## src/rtl/lsu_dmem.sv

```systemverilog
// MEM-stage load/store unit: formats stores, runs a req/gnt/rvalid bus
// transaction while stalling the pipeline, and aligns/extends load data.
module lsu_dmem #(
   parameter int WIDTH = 32
) (
   input  logic             clk,
   input  logic             rst_n,
   input  logic             MemReqM,
   input  logic             MemWriteM,
   input  logic [2:0]       Funct3M,
   input  logic [WIDTH-1:0] ALUResultM,
   input  logic [WIDTH-1:0] WriteDataM,
   output logic             StallM,
   output logic             MisalignM,
   output logic [WIDTH-1:0] ReadDataM,
   output logic             dmem_req,
   output logic             dmem_we,
   output logic [WIDTH-1:0] dmem_addr,
   output logic [WIDTH-1:0] dmem_wdata,
   output logic [3:0]       dmem_be,
   input  logic             dmem_gnt,
   input  logic             dmem_rvalid,
   input  logic [WIDTH-1:0] dmem_rdata
);

   typedef enum logic [1:0] {IDLE, REQ, WAIT, DONE} state_t;

   state_t           state, state_nxt;
   logic [WIDTH-1:0] addr_q, wdata_q;
   logic [3:0]       be_q;
   logic             we_q;
   logic [2:0]       f3_q;
   logic [1:0]       lo_q;

   logic             is_b, is_h, mis;
   logic [3:0]       be_fmt;
   logic [WIDTH-1:0] wdata_fmt;
   logic             load, capture, req, stall, misal;

   // Reserved funct3 encodings fall through to word size.
   assign is_b = (Funct3M[1:0] == 2'b00);
   assign is_h = (Funct3M[1:0] == 2'b01);
   assign mis  = is_h ? ALUResultM[0] :
                 is_b ? 1'b0 : (ALUResultM[1:0] != 2'b00);

   always_comb begin
      be_fmt    = 4'b1111;
      wdata_fmt = WriteDataM;
      if (is_b) begin
         wdata_fmt = {4{WriteDataM[7:0]}};
         if (MemWriteM) be_fmt = 4'b0001 << ALUResultM[1:0];
      end else if (is_h) begin
         wdata_fmt = {2{WriteDataM[15:0]}};
         if (MemWriteM) be_fmt = ALUResultM[1] ? 4'b1100 : 4'b0011;
      end
   end

   always_comb begin
      state_nxt = state;
      load      = 1'b0;
      capture   = 1'b0;
      req       = 1'b0;
      stall     = 1'b0;
      misal     = 1'b0;
      unique case (state)
         IDLE: begin
            if (MemReqM) begin
               if (mis) begin
                  misal = 1'b1;
               end else begin
                  load      = 1'b1;
                  stall     = 1'b1;
                  state_nxt = REQ;
               end
            end
         end
         REQ: begin
            req   = 1'b1;
            stall = 1'b1;
            if (dmem_gnt) begin
               if (we_q) begin
                  state_nxt = DONE;
               end else if (dmem_rvalid) begin
                  capture   = 1'b1;
                  state_nxt = DONE;
               end else begin
                  state_nxt = WAIT;
               end
            end
         end
         WAIT: begin
            stall = 1'b1;
            if (dmem_rvalid) begin
               capture   = 1'b1;
               state_nxt = DONE;
            end
         end
         DONE:    state_nxt = IDLE;
         default: state_nxt = IDLE;
      endcase
   end

   // Load lane select and extension from the registered access info.
   logic [WIDTH-1:0] rsh, rext;
   logic             uns;
   assign rsh = dmem_rdata >> {lo_q, 3'b000};
   assign uns = f3_q[2];

   always_comb begin
      unique case (f3_q[1:0])
         2'b00:   rext = {{(WIDTH-8){rsh[7] & ~uns}}, rsh[7:0]};
         2'b01:   rext = {{(WIDTH-16){rsh[15] & ~uns}}, rsh[15:0]};
         default: rext = dmem_rdata;
      endcase
   end

   always_ff @(posedge clk or negedge rst_n) begin
      if (!rst_n) begin
         state     <= IDLE;
         addr_q    <= '0;
         wdata_q   <= '0;
         be_q      <= '0;
         we_q      <= 1'b0;
         f3_q      <= '0;
         lo_q      <= '0;
         ReadDataM <= '0;
      end else begin
         state <= state_nxt;
         if (load) begin
            addr_q  <= {ALUResultM[WIDTH-1:2], 2'b00};
            wdata_q <= wdata_fmt;
            be_q    <= be_fmt;
            we_q    <= MemWriteM;
            f3_q    <= Funct3M;
            lo_q    <= ALUResultM[1:0];
         end
         if (capture) ReadDataM <= rext;
      end
   end

   assign StallM     = rst_n & stall;
   assign MisalignM  = rst_n & misal;
   assign dmem_req   = req;
   assign dmem_we    = req & we_q;
   assign dmem_be    = req ? be_q : 4'b0000;
   assign dmem_addr  = addr_q;
   assign dmem_wdata = wdata_q;

endmodule

```

## config.mk

```make
export PLATFORM = sky130hd
export DESIGN_NAME = lsu_dmem
export DESIGN_NICKNAME = d
export VERILOG_FILES = /design/src/rtl/lsu_dmem.sv
export SDC_FILE = /design/constraint.sdc
export NUM_CORES = 1
export LEC_CHECK = 0
export BUFFER_PORTS_ARGS = -buffer_cell sky130_fd_sc_hd__buf_2
export CORE_ASPECT_RATIO = 1.2
export CORE_MARGIN = 2
export CORE_UTILIZATION = 45
export DETAILED_ROUTE_END_ITERATION = 8
export GPL_TIMING_DRIVEN = 0
export PLACE_DENSITY_LB_ADDON = 0.05
export SYNTH_ARGS = -nofsm -noshare
export SYNTH_HDL_FRONTEND = slang
export SYNTH_SLANG_ARGS = --single-unit
```

## constraint.sdc

```tcl
create_clock -name clk -period 2.7 [get_ports clk]
set_input_delay 0.27 -clock clk [delete_from_list [all_inputs] [get_ports clk]]
set_output_delay 0.27 -clock clk [all_outputs]
set_load 0.01 [all_outputs]
```

==> impl_metrics.json <==
{
  "finalSetupViolations": 0,
  "required_ns": 2.43,
  "wl_per_cell_um": 16.31,
  "cts_tree": "done",
  "antenna_found_initial": 0,
  "drt_iter0_markers": 152,
  "wirelength_mm": 13.91,
  "cts-resized-gates": 0,
  "cts_hold_buf": 1,
  "cp_max_fo": 68,
  "startpoint_type": "primary input",
  "status": "finished, final reports clean",
  "clockBufferDepth": 2,
  "cts_sinks": 106,
  "clock_skew_ns": 0.005727,
  "layout.cells.most_common_list": "buf_2, dfrtp_1, nand2_1",
  "syn_area_um2": 5155,
  "combPwrFrac_pct": 44.7,
  "finalCriticalPeriod_ns": 2.408,
  "syn2layout_area_growth_pct": 30.34,
  "p_sw_share_pct": 37.81,
  "rrSetupSlack_ns": 0.56,
  "peakVddDrop_mv": 0.5131,
  "synth.yosys.seq_area_share_pct": 51.46,
  "cap_violations": 0,
  "crit_chain": "dlygate4sd3_1 -> buf_4 -> buf_16 -> nand3_1 -> nor3_1 -> buf_2",
  "synth_seq_cells": 106,
  "dieArea_um2": 12330,
  "holdPathStages": 2,
  "leakage_nw": 3.463,
  "period_share_pct": 89.19,
  "htree_levels": 3,
  "fin_tns_setup_ns": 0,
  "max_freq_mhz": 415.3,
  "post_cts_buffers": 0,
  "pwr-share-clk_pct": 18.2,
  "final_nets": 804,
  "cp_slowest_cell": "dlygate4sd3_1",
  "fin_util_pct": 60.60,
  "pin_count": 209,
  "worst-r2r-cell-count": 7,
  "whs_endpoint": "dmem_addr[26]",
  "num_rows": 42,
  "synth_area_per_cell_um2": 10.85,
  "final_common_cell": "buf_2",
  "power_frac_seq_pct": 37.1,
  "avgViaCountPerCell": 5.123,
  "p_sw_mw": 2.792,
  "max-slew-margin-rel_pct": 56.54,
  "arrival_ns": 2.14,
  "drive_gt1_share_pct": 44.06,
  "start_util_pct": 46.49,
  "end_kind": "output port",
  "ys_types": 42,
  "die_h_um": 121.2,
  "drc": 0,
  "synth_warnings": 0,
  "r2r-start": "state[1]",
  "p_int_mw": 4.591,
  "rsz0062_at_grt": "false",
  "hold_class": "in2reg",
  "worstMarginPinSlew_ns": 0.6519,
  "p_per_area_nw_per_um2": 1099,
  "ant_nets": 0,
  "firstDrtPassIters": 5,
  "root_buffer": "clkbuf_16",
  "hp-start": "ALUResultM[26]",
  "finalHoldViolCount": 0,
  "grt.overflow.total": 0,
  "synthCells": 475,
  "clkSlewWorstSetupHoldPaths_ns": 0.07,
  "slowest_delay_ns": 0.52,
  "antenna_cells": 0,
  "vias": 4370,
  "final_max_slew_viol_count": 0,
  "cts_buffers": 9,
  "grt_pass1_vias": 4512,
  "grt_start_max_net_pins": 69,
  "crit_type": "in2out",
  "grt_pass1_wl_mm": 22.02,
  "insertion_delay_ns": 0.34,
  "core_um2": 11090,
  "hpwlAfterDp_mm": 10.58,
  "placed_cells": 836,
  "die_x_um": 101.7,
  "gp_congestion": 0.8453,
  "worst_r2r_endpoint": "ReadDataM[4]",
  "track_usage_pct": 22.90,
  "fin_cells": 853,
  "portBuffers": 205
}
[cell families (layout without fill, tap and decap cells)]
group / Yosys count / count (layout) / synth area share [%]
flops: 106 / 106 / 51.46
other cells: 1 / 2 / 0.07275
simple gates: 142 / 142 / 13.98
buf+inv: 38 / 261 / 4.029
mux: 81 / 81 / 17.06
compound gates: 102 / 102 / 12.18
fa+ha+maj: 5 / 5 / 1.214
[synthesized netlist by cell type, drive strengths merged]
cell type,number,area [um2]
nor3b,4,30.03
nand3b,1,7.510
a21o,3,22.52
o31ai,2,15.01
a311oi,2,17.52
o22ai,3,25.02
nand2b,8,50.05
nor2b,4,25.02
o21ai,40,200.2
o22a,8,70.07
o211a,1,10.01
and3b,2,17.52
ha,5,62.56
mux2i,36,372.9
nor3,2,10.01
inv,4,15.01
a21oi,35,178.9
a2bb2oi,3,26.28
o311ai,1,26.28
a211oi,1,7.510
mux2,45,506.7
o2bb2ai,1,8.760
nor2,16,62.56
nand3,33,215.2
and2,5,31.28
dfrtp,106,2653
o211ai,2,20.02
or2,7,43.79
buf,20,140.1
clkbuf,14,52.55
nand2,59,221.5
conb,1,3.750
and3,1,6.260
[per-layer routing]
metal | routed length [um] | vias up | track usage [%]
li1 | - | 2099 | -
met1 | 5550 | 2115 | 27.16
met2 | 7247 | 140 | 40.30
met3 | 868 | 16 | 5.588
met4 | 244 | 0 | 7.264
met5 | 0 | - | 0
[worst max path at each step]
stage | cells after the start | start | endpoint | slack, ns
floorplan | 7 | state[1] | ReadDataM[0] | 0.94
global placement | 4 | rst_n | MisalignM | -0.24
detailed placement | 7 | state[1] | ReadDataM[26] | 0.52
CTS | 6 | rst_n | MisalignM | 0.26
global route | 6 | rst_n | MisalignM | 0.09
finish | 6 | rst_n | MisalignM | 0.29
[final cells by class]
class                      count  area, um2
inverter                       4      15.01
buffer                        34      192.7
fill                        1006       4369
clock buffer                   9      225.2
clock inverter                 7      76.32
timing repair buffer         207       1066
multi-input combinational    332       2298
sequential                   106       2653
tap                          154      192.7
[worst max-delay path, delay by kind of cell]
family	cells	cell delay (ns)
simple gates	2	0.29
buf+inv	4	1.52
[state kept, by name, indices dropped and copies added (netlist names)]
name and cells:
ReadDataM 32, be_q 4, dmem_addr 30, dmem_wdata 32
f3_q 3, lo_q 2, state 2, we_q 1
[power groups by stage]
stage          combinational [mW]  clock [mW]  sequential [mW]
2_1_floorplan                1.75           0             3.05
3_3_place_gp                 3.26           0             2.72
3_5_place_dp                 3.35           0             2.76
4_1_cts                      3.35        1.39             2.74
5_1_grt                      3.64        1.45             2.82
6_report                     3.30        1.34             2.74
[stage by stage]
step           power [mW]  setup slack [ns]  instance area (um2)  hold WS, ns
2_1_floorplan       4.799            0.9399                 5159     -0.02559
3_3_place_gp        5.980           -0.2352                 6377       0.4587
3_5_place_dp        6.105            0.5181                 6407       0.2913
4_1_cts             7.481            0.2634                 6719       0.1433
5_1_grt             7.915           0.09092                 6719       0.1458
6_report            7.383            0.2918                 6719       0.1526
No activity file was read; power rests on OpenSTA's default activity.
